$ cat src/rtl/max7219_rx_if.sv
// max7219_rx_if -- latched-word output bus of the MAX7219 receiver.
//
// Signals:
//   word_valid  one-cycle pulse, a full word was latched this cycle
//   word_addr   address byte of the last latched word ({4'h0, addr nibble})
//   word_data   data byte of the last latched word
//   frame_err   one-cycle pulse, cs rose before 16 bits were shifted in
//
// master: the receiver (drives the bus); slave: the consumer.

interface max7219_rx_if;
    logic       word_valid;
    logic [7:0] word_addr;
    logic [7:0] word_data;
    logic       frame_err;

    modport master (
        output word_valid,
        output word_addr,
        output word_data,
        output frame_err
    );

    modport slave (
        input word_valid,
        input word_addr,
        input word_data,
        input frame_err
    );
endinterface

$ cat src/rtl/max7219_rx.sv
// max7219_rx -- register-compatible receiver for the MAX7219 serial protocol.
//
// The cs/sck/din pins are asynchronous. They are synchronized into clk,
// edges are detected, 16-bit words are shifted in MSB first and latched
// into the digit/control registers on the cs rising edge.
//
// Parameters:
//   SYNC_STAGES  synchronizer depth for cs/sck/din (2..3)
//
// Ports:
//   clk, rst            system clock, synchronous active-high reset
//   cs, sck, din        serial pins (LOAD, CLK, DIN)
//   rd_addr / rd_data   combinational read of digit register 0..7
//   decode_mode, intensity, scan_limit, shutdown_n, display_test
//                       current control register values
//   dout                daisy-chain output
//   wbus                latched-word bus (word_valid/addr/data, frame_err)
//
// Build option:
//   MAX7219_RX_DOUT_EN  when defined, dout carries the bit pushed out of
//                       the shift register (delayed to sck falling edge);
//                       otherwise dout is tied low.
//
// state  | meaning
// -------+--------------------------------------------------------------
// IDLE   | waiting for cs to fall
// SHIFT  | frame active, sampling din on sck rising edges
// LATCH  | one cycle after cs rose; word was committed on entry

module max7219_rx #(
    parameter int SYNC_STAGES = 2
) (
    input  logic                clk,
    input  logic                rst,
    input  logic                cs,
    input  logic                sck,
    input  logic                din,
    input  logic [2:0]          rd_addr,
    output logic [7:0]          rd_data,
    output logic [7:0]          decode_mode,
    output logic [3:0]          intensity,
    output logic [2:0]          scan_limit,
    output logic                shutdown_n,
    output logic                display_test,
    output logic                dout,
    max7219_rx_if.master        wbus
);

    typedef enum logic [1:0] {
        ST_IDLE  = 2'd0,
        ST_SHIFT = 2'd1,
        ST_LATCH = 2'd2
    } state_t;

    logic [SYNC_STAGES-1:0] cs_sync_q;
    logic [SYNC_STAGES-1:0] sck_sync_q;
    logic [SYNC_STAGES-1:0] din_sync_q;
    logic                   cs_dly_q;
    logic                   sck_dly_q;
    // Fills with ones after reset; edges are trusted only once the
    // synchronizer and delay flop hold real pin samples. Without this the
    // reset value of cs (high) would fake a falling edge when reset is
    // released in the middle of a frame.
    logic [SYNC_STAGES:0]   flush_q;

    state_t      state_q;
    logic [4:0]  cnt_q;
    logic [15:0] shift_q;
    logic [7:0]  digit_q [8];
    logic [7:0]  decode_mode_q;
    logic [3:0]  intensity_q;
    logic [2:0]  scan_limit_q;
    logic        shutdown_n_q;
    logic        display_test_q;
    logic        word_valid_q;
    logic [7:0]  word_addr_q;
    logic [7:0]  word_data_q;
    logic        frame_err_q;

    logic cs_s, sck_s, din_s;
    logic edges_ok;
    logic cs_fall, cs_rise, sck_rise, sck_fall;

    assign cs_s     = cs_sync_q[SYNC_STAGES-1];
    assign sck_s    = sck_sync_q[SYNC_STAGES-1];
    assign din_s    = din_sync_q[SYNC_STAGES-1];
    assign edges_ok = flush_q[SYNC_STAGES];
    assign cs_fall  = edges_ok &  cs_dly_q  & ~cs_s;
    assign cs_rise  = edges_ok & ~cs_dly_q  &  cs_s;
    assign sck_rise = edges_ok & ~sck_dly_q &  sck_s;
    assign sck_fall = edges_ok &  sck_dly_q & ~sck_s;

    always_ff @(posedge clk) begin
        if (rst) begin
            cs_sync_q  <= '1;
            sck_sync_q <= '0;
            din_sync_q <= '0;
            cs_dly_q   <= 1'b1;
            sck_dly_q  <= 1'b0;
            flush_q    <= '0;
        end else begin
            cs_sync_q  <= {cs_sync_q[SYNC_STAGES-2:0], cs};
            sck_sync_q <= {sck_sync_q[SYNC_STAGES-2:0], sck};
            din_sync_q <= {din_sync_q[SYNC_STAGES-2:0], din};
            cs_dly_q   <= cs_s;
            sck_dly_q  <= sck_s;
            flush_q    <= {flush_q[SYNC_STAGES-1:0], 1'b1};
        end
    end

    always_ff @(posedge clk) begin
        if (rst) begin
            state_q        <= ST_IDLE;
            cnt_q          <= '0;
            shift_q        <= '0;
            for (int i = 0; i < 8; i++) digit_q[i] <= '0;
            decode_mode_q  <= '0;
            intensity_q    <= '0;
            scan_limit_q   <= '0;
            shutdown_n_q   <= 1'b0;
            display_test_q <= 1'b0;
            word_valid_q   <= 1'b0;
            word_addr_q    <= '0;
            word_data_q    <= '0;
            frame_err_q    <= 1'b0;
        end else begin
            word_valid_q <= 1'b0;
            frame_err_q  <= 1'b0;
            case (state_q)
                ST_IDLE: begin
                    if (cs_fall) begin
                        state_q <= ST_SHIFT;
                        cnt_q   <= '0;
                    end
                end
                ST_SHIFT: begin
                    // The commit happens on the transition into LATCH so
                    // that word_valid and the register update are visible
                    // during the LATCH cycle, one cycle after cs_rise.
                    if (cs_rise) begin
                        state_q <= ST_LATCH;
                        if (cnt_q >= 5'd16) begin
                            word_valid_q <= 1'b1;
                            word_addr_q  <= {4'h0, shift_q[11:8]};
                            word_data_q  <= shift_q[7:0];
                            case (shift_q[11:8])
                                4'h1, 4'h2, 4'h3, 4'h4,
                                4'h5, 4'h6, 4'h7, 4'h8:
                                    digit_q[3'(shift_q[11:8] - 4'd1)] <= shift_q[7:0];
                                4'h9: decode_mode_q  <= shift_q[7:0];
                                4'hA: intensity_q    <= shift_q[3:0];
                                4'hB: scan_limit_q   <= shift_q[2:0];
                                4'hC: shutdown_n_q   <= shift_q[0];
                                4'hF: display_test_q <= shift_q[0];
                                default: ;
                            endcase
                        end else begin
                            frame_err_q <= 1'b1;
                        end
                    end else if (sck_rise) begin
                        shift_q <= {shift_q[14:0], din_s};
                        if (cnt_q != 5'd31) cnt_q <= cnt_q + 5'd1;
                    end
                end
                ST_LATCH: state_q <= ST_IDLE;
                default:  state_q <= ST_IDLE;
            endcase
        end
    end

`ifdef MAX7219_RX_DOUT_EN
    logic hold_q;
    logic dout_q;

    // The bit leaving shift[15] is held on the sck rising edge and
    // presented on the following falling edge, so the next device in the
    // chain sees stable data around its own rising edge.
    always_ff @(posedge clk) begin
        if (rst) begin
            hold_q <= 1'b0;
            dout_q <= 1'b0;
        end else if (state_q == ST_SHIFT) begin
            if (sck_rise && !cs_rise) hold_q <= shift_q[15];
            if (sck_fall)             dout_q <= hold_q;
        end
    end

    assign dout = dout_q;
`else
    logic unused_dout_bits;
    assign unused_dout_bits = shift_q[15] ^ sck_fall;
    assign dout = 1'b0;
`endif

    assign rd_data         = digit_q[rd_addr];
    assign decode_mode     = decode_mode_q;
    assign intensity       = intensity_q;
    assign scan_limit      = scan_limit_q;
    assign shutdown_n      = shutdown_n_q;
    assign display_test    = display_test_q;
    assign wbus.word_valid = word_valid_q;
    assign wbus.word_addr  = word_addr_q;
    assign wbus.word_data  = word_data_q;
    assign wbus.frame_err  = frame_err_q;

endmodule

$ cat src/flat_wrapper.sv
// flat-port wrapper written by rule: the top's interface ports become plain ports
module max7219_rx_flat 
#(
    parameter int SYNC_STAGES = 2
)
  (clk, rst, cs, sck, din, rd_addr, rd_data, decode_mode, intensity, scan_limit, shutdown_n, display_test, dout, wbus_word_valid, wbus_word_addr, wbus_word_data, wbus_frame_err);
  max7219_rx_if wbus_i ();
  input  logic clk;
  input  logic rst;
  input  logic cs;
  input  logic sck;
  input  logic din;
  input  logic [2:0] rd_addr;
  output logic [7:0] rd_data;
  output logic [7:0] decode_mode;
  output logic [3:0] intensity;
  output logic [2:0] scan_limit;
  output logic shutdown_n;
  output logic display_test;
  output logic dout;
  output wire logic [$bits(wbus_i.word_valid)-1:0] wbus_word_valid;
  output wire logic [$bits(wbus_i.word_addr)-1:0] wbus_word_addr;
  output wire logic [$bits(wbus_i.word_data)-1:0] wbus_word_data;
  output wire logic [$bits(wbus_i.frame_err)-1:0] wbus_frame_err;
  assign wbus_word_valid = wbus_i.word_valid;
  assign wbus_word_addr = wbus_i.word_addr;
  assign wbus_word_data = wbus_i.word_data;
  assign wbus_frame_err = wbus_i.frame_err;
  max7219_rx #(.SYNC_STAGES(SYNC_STAGES)) u_core (.clk(clk), .rst(rst), .cs(cs), .sck(sck), .din(din), .rd_addr(rd_addr), .rd_data(rd_data), .decode_mode(decode_mode), .intensity(intensity), .scan_limit(scan_limit), .shutdown_n(shutdown_n), .display_test(display_test), .dout(dout), .wbus(wbus_i));
endmodule
$ cat config.mk
export PLATFORM = sky130hd
export DESIGN_NAME = max7219_rx_flat
export DESIGN_NICKNAME = d
export VERILOG_FILES = /design/src/rtl/max7219_rx_if.sv /design/src/rtl/max7219_rx.sv /design/src/flat_wrapper.sv
export SDC_FILE = /design/constraint.sdc
export NUM_CORES = 1
export LEC_CHECK = 0
export CAP_MARGIN = 10
export CORE_MARGIN = 4
export CORE_UTILIZATION = 57
export DETAILED_ROUTE_END_ITERATION = 7
export DONT_BUFFER_PORTS = 1
export PLACE_DENSITY = 0.75
export SYNTH_ARGS = -nofsm -noshare
export SYNTH_HDL_FRONTEND = slang
export SYNTH_SLANG_ARGS = --single-unit
$ cat constraint.sdc
create_clock -name clk -period 2.6 [get_ports clk]
set_clock_uncertainty 0.2 [all_clocks]
set_input_delay 0.26 -clock clk [delete_from_list [all_inputs] [get_ports clk]]
set_output_delay 0.26 -clock clk [all_outputs]
set_load 0.01 [all_outputs]
==> results of run 1 <==
## path summary, 6_finish.rpt
path	startpoint	endpoint	slack (ps)	cells after the start
setup / recovery	u_core.flush_q[2]	u_core.digit_q[6][4]	220	4
hold / removal	cs	u_core.cs_sync_q[0]	190	2
setup reg to reg	u_core.flush_q[2]	u_core.digit_q[6][4]	220	4
hold reg to reg	u_core.cs_sync_q[0]	u_core.cs_sync_q[1]	210	1
## cell type report
type / instances / share of cell area [%]
Clock inverter: 12 / 2.02
Sequential cell: 125 / 51.8
Timing Repair Buffer: 29 / 4.00
Multi-Input combinational cell: 274 / 32.6
Inverter: 5 / 0.309
Clock buffer: 20 / 7.01
Tap cell: 108 / 2.23
## sequential cells by signal, indices dropped and copies added, names as in the netlist
name	cells
u_core.cnt_q	5
u_core.cs_dly_q	1
u_core.cs_sync_q	2
u_core.decode_mode	8
u_core.digit_q	64
u_core.din_sync_q	2
u_core.display_test	1
u_core.flush_q	3
u_core.intensity	4
u_core.scan_limit	3
u_core.sck_dly_q	1
u_core.sck_sync_q	2
u_core.shift_q	12
u_core.shutdown_n	1
u_core.state_q	2
u_core.wbus.frame_err	1
u_core.wbus.word_addr	4
u_core.wbus.word_data	8
u_core.wbus.word_valid	1
## worst reg2reg max path, delay by kind of cell, from the launching register on
kind	cells	cell delay, ps
compound gates	1	400
flops	1	350
simple gates	3	1070
## cell families (layout without fill, tap and decap cells)
family / count (synthesis) / in the layout / share of synthesized area, %
multiplexers: 56 / 56 / 14.6
flip-flops: 125 / 125 / 59.2
AND/OR/NAND/NOR: 177 / 177 / 17.4
other: 1 / 5 / 0.0707
adder cells (fa/ha/maj): 7 / 7 / 1.65
buffers and inverters: 46 / 66 / 3.99
AO/OA/AOI/OAI: 29 / 29 / 3.09
## through the flow
stage	setup WS [ps]	instances	area, µm²
5_1_grt	110	573	6070
3_5_place_dp	259	535	5450
2_1_floorplan	-29.1	445	5330
3_3_place_gp	338	535	5450
6_report	220	573	6070
4_1_cts	222	573	6070
## layer usage
metal	share of wire [%]	track usage (%)	wire, µm	vias to the layer above
li1	-	-	-	1612
met2	51	35.2	5610	95
met1	43	27.4	4770	1683
met4	0.96	8.45	106	0
met5	0	0	0	-
met3	5.5	5.15	613	9
## power breakdown
group	switching (W)	leakage, nW	internal (W)	total (W)
sequential	0.0000169	1.14	0.00212	0.00213
combinational	0.0000748	0.835	0.0000725	0.000147
clock	0.000819	0.260	0.00135	0.00217
total	0.000910	2.23	0.00354	0.00445
## cells in the final DEF, fill, tap and decap left out, types with 3 or more instances in the layout
cell,n
mux4_2,16
mux2i_1,31
clkinv_2,3
a21oi_1,15
clkinvlp_4,3
nand3_1,4
dlygate4sd3_1,5
or3_1,3
nand4b_1,3
clkbuf_1,3
mux2_2,9
clkbuf_16,16
nor3_2,10
nor3_1,55
inv_1,4
ha_1,7
o21ai_0,6
dfxtp_1,61
or2_2,5
edfxtp_1,64
buf_4,23
nor2b_1,8
nand2_1,55
nor2_1,19
nand4_1,3
conb_1,5
## what timing repair did
action / in CTS / in global routing
hold endpoints to repair: 49 / 0
setup buffers: 0 / 0
hold buffers: 6 / 0
==> flow_metrics.env, run 1 <==
export IMPL_avgViaCountPerCell=5.93
export IMPL_path_buf_inv=0
export IMPL_area_delta_synth_final_pct=14.4
export IMPL_drive_gt1_share_pct=21.3
export IMPL_synth_seq_cells=125
export IMPL_cp_required_ps=2560
export IMPL_finalPower_w=0.00445
export IMPL_rsz0062_at_grt="false"
export IMPL_cp_top_family="simple AND/OR/NAND/NOR gates"
export IMPL_power_density_mw_per_mm2=733
export IMPL_synth_area_per_cell_um2=12.0
export IMPL_cts_made_buffers=17
export IMPL_grt_max_degree=43
export IMPL_cp_slowest_cell="or4b_4"
export IMPL_path_cells="nand2_1 > or4b_4 > or3_1 > o21ai_2"
export IMPL_ys_types=41
export IMPL_whs_ps=185
export IMPL_critPathKind="reg2reg"
export IMPL_drt_total_wl_um=11100
export IMPL_power_leakage_nw=2.23
export IMPL_clockRootBuffer="clkbuf_8"
export IMPL_drv_cap=0
export IMPL_tns_ps=0
export IMPL_worst_pin_slew_ps=558
export IMPL_clock_latency_ps=510
export IMPL_final_setup_viol_count=0
export IMPL_antenna_found_initial=0
export IMPL_wire_per_inst_um=19.4
export IMPL_ant_nets=0
export IMPL_core_area_mm2=0.00889
export IMPL_async_reset_ff_share_pct=0
export IMPL_multi_input_area_mm2=0.00198
export IMPL_cts_resized=0
export IMPL_relSlewSlack_pct=62.7
export IMPL_initial_core_util_pct=59.7
export IMPL_arrival_ps=2340
export IMPL_cts_sinks=125
export IMPL_synth_edf_count=64
export IMPL_synthCells=441
export IMPL_overflow=0
export IMPL_synth_top_cell_area_share_pct=36.2
export IMPL_max_stage_delay_ps=540
export IMPL_syn_area_mm2=0.00531
export IMPL_fin_crit_ps=2380
export IMPL_outcome="completed"
export IMPL_die_y_um=104
export IMPL_drc_errors=0
export IMPL_setup_worst_path_end_class="register"
export IMPL_io_buffers=0
export IMPL_hold_viol_final=0
export IMPL_gp_congestion=0.806
export IMPL_hp_class="in2reg"
export IMPL_fmax_ghz=0.420
export IMPL_synthTopCellsByCount="64 x edfxtp_1, 61 x dfxtp_1, 55 x nand2_1, 55 x nor3_1, 31 x mux2i_1"
export IMPL_drv_slew=0
export IMPL_cts_tree="done"
export IMPL_dieArea_mm2=0.0109
export IMPL_ir_drop_v=0.000708
export IMPL_synth_ff_type="edfxtp_1"
export IMPL_synth_top_cell_by_area="edfxtp_1"
export IMPL_n_antenna_cell=0
export IMPL_min_period_over_period_pct=91.5
export IMPL_drtIter0Drc=169
export IMPL_critPathMaxFanout=8
export IMPL_first_global_vias=3385
export IMPL_io_pins=52
export IMPL_grt_pass1_wl_um=18100
export IMPL_ys_warn_count=0
export IMPL_yosysMostFrequentCell="edfxtp_1"
export IMPL_clockBufferDepth=2
export IMPL_vias=3399
export IMPL_layout_nets=467
export IMPL_start_kind="register"
export IMPL_rows=34
export IMPL_htree_levels=4
export IMPL_dieWidth_um=104
export IMPL_synth_seq_area_share_pct=59.2
export IMPL_fin_util_pct=68.2
export IMPL_clk_pin_slew_ps=60
export IMPL_synthTopCellsByArea="edfxtp_1 36%, dfxtp_1 23%, mux4_2 6.8%"
export IMPL_dp_hpwl_um=7270
export IMPL_track_usage_pct=21.4
export IMPL_fillers=642
export IMPL_dr_pass1_iters=4
export IMPL_register_area_mm2=0.00314
Power figures use the tool's default switching activity.
==> run 2: changes to the inputs <==
--- a/config.mk
+++ b/config.mk
@@ -6,6 +6,7 @@
 export NUM_CORES = 1
 export LEC_CHECK = 0
 export CAP_MARGIN = 10
+export CORE_ASPECT_RATIO = 1.25
 export CORE_MARGIN = 4
 export CORE_UTILIZATION = 57
 export DETAILED_ROUTE_END_ITERATION = 7
==> run 2 against run 1 <==
  * Hold slack better by 38 ps
  * Clock-buffer cell count down 1
  * Register-to-register slack worse by 40 ps
  * Clock power about the same
==> flow_metrics.env, run 2 (synthesis gave the netlist of run 1 again) <==
export IMPL_die_y_um=116
export IMPL_io_buffers=0
export IMPL_largest_register_ffs=64
export IMPL_rows=39
export IMPL_start_kind="register"
export IMPL_drv_cap=0
export IMPL_outcome="completed"
export IMPL_rr_worst_depth=4
export IMPL_cp_required_ps=2450
export IMPL_clockRootBuffer="clkbuf_16"
export IMPL_track_usage_pct=22.5
export IMPL_cts_made_buffers=17
export IMPL_wire_per_inst_um=19.1
export IMPL_dieWidth_um=94.3
export IMPL_fin_ws_ps=180
export IMPL_critPathMaxFanout=8
export IMPL_setup_worst_path_end_class="register"
export IMPL_placedCellCount=551
export IMPL_gp_congestion=0.811
export IMPL_first_global_vias=3517
export IMPL_fmax_ghz=0.413
export IMPL_critPathKind="reg2reg"
export IMPL_htree_levels=4
export IMPL_final_setup_viol_count=0
export IMPL_final_cell_mix="64 x edfxtp_1, 61 x dfxtp_1, 55 x nand2_1, 55 x nor3_1, 31 x mux2i_1"
export IMPL_max_stage_delay_ps=550
export IMPL_power_density_mw_per_mm2=728
export IMPL_regMostFlops="u_core.digit_q"
export IMPL_power_leakage_nw=2.25
export IMPL_cts_setup_buffers=0
export IMPL_drc_errors=0
export IMPL_area_delta_synth_final_pct=14.8
export IMPL_dr_pass1_iters=4
export IMPL_dp_hpwl_um=7590
export IMPL_dieArea_mm2=0.0109
export IMPL_fin_cells=589
export IMPL_n_antenna_cell=0
export IMPL_io_pins=52
export IMPL_whs_path_depth=1
export IMPL_rsz0062_at_grt="false"
export IMPL_core_area_mm2=0.00913
export IMPL_final_common_cell="edfxtp_1"
export IMPL_cp_slowest_cell="or4b_4"
export IMPL_worst_pin_slew_ps=638
export IMPL_fin_crit_ps=2420
export IMPL_hold_viol_final=0
export IMPL_cts_sinks=125
export IMPL_top_regs="u_core.digit_q x64, u_core.shift_q x12"
export IMPL_min_period_over_period_pct=93.1
export IMPL_cts_tree="done"
export IMPL_hp_class="reg2reg"
export IMPL_clockBufferDepth=2
export IMPL_ir_drop_v=0.000592
export IMPL_drv_slew=0
export IMPL_tns_ps=0
export IMPL_layout_nets=469
export IMPL_drt_total_wl_um=11200
export IMPL_drive_gt1_share_pct=20.8
export IMPL_path_cells="nand2_1 > or4b_4 > or3_1 > o21ai_2"
export IMPL_finalPower_w=0.00444
export IMPL_grt_pass1_wl_um=18100
export IMPL_overflow=0
export IMPL_clock_latency_ps=410
export IMPL_avgViaCountPerCell=5.75
export IMPL_arrival_ps=2270
export IMPL_vias=3385
export IMPL_antenna_found_initial=0
export IMPL_initial_core_util_pct=58.1
export IMPL_relSlewSlack_pct=57.4
export IMPL_pre_cts_slack_ps=183
export IMPL_grt_max_degree=43
export IMPL_clk_pin_slew_ps=50
export IMPL_drtIter0Drc=197
export IMPL_ant_nets=0
[run 2: cell count changes in the layout (fill, tap and decap cells not counted), sizes merged]
| cell | change |
|---|---|
| clkbuf | -1 |
| clkinv | +3 |
| buf | +1 |
| clkinvlp | -3 |
| dlygate4sd3 | +1 |
[run 2: final timing paths]
path                            slack, ps                   end           startpoint
worst min-delay path                  220   u_core.cs_sync_q[1]  u_core.cs_sync_q[0]
worst max-delay path                  180  u_core.digit_q[6][2]  u_core.cs_sync_q[1]
worst max register to register        180  u_core.digit_q[6][2]  u_core.cs_sync_q[1]
worst min register to register        220   u_core.cs_sync_q[1]  u_core.cs_sync_q[0]
[run 2: per-stage QoR]
step           hold slack, ps  cell area [µm²]  utilization, %
3_3_place_gp              138             5480            60.0
5_1_grt                   254             6090            66.8
3_5_place_dp              139             5480            60.0
2_1_floorplan             164             5330               -
4_1_cts                   223             6090            66.8
6_report                  223             6090            66.8
[run 2: layout make-up]
class                   instances  area (µm²)
well taps                     123         154
repair buffers                 31         260
clock buffers                  19         433
flip-flops and latches        125        3140
inverters                       5        18.8
multi-input cells             274        1980
fillers                       675        3030
clock inverters                12         104
[run 2: report_power, final]
group	internal [W]	switching, W	total [W]
clock	0.00137	0.000776	0.00215
sequential	0.00212	0.0000166	0.00213
combinational	0.0000741	0.0000780	0.000152
[run 2: timing repair]
action                    4_1_cts  5_1_grt
hold buffers                    7        0
gates resized for setup         0        0
hold endpoints to repair       44        0
[run 2: layer usage]
metal	wire length [µm]	global-route usage (%)	vias up
met1	4330	25.3	1665
met4	346	12.1	0
met2	6090	38.5	85
met5	0	0	-
met3	450	6.49	25
li1	-	-	1610
[run 2: worst max-delay path: cells and delay by family (launching register included)]
family / cells / cell delay, ps
flops: 1 / 360
compound gates: 1 / 410
simple gates: 3 / 1090
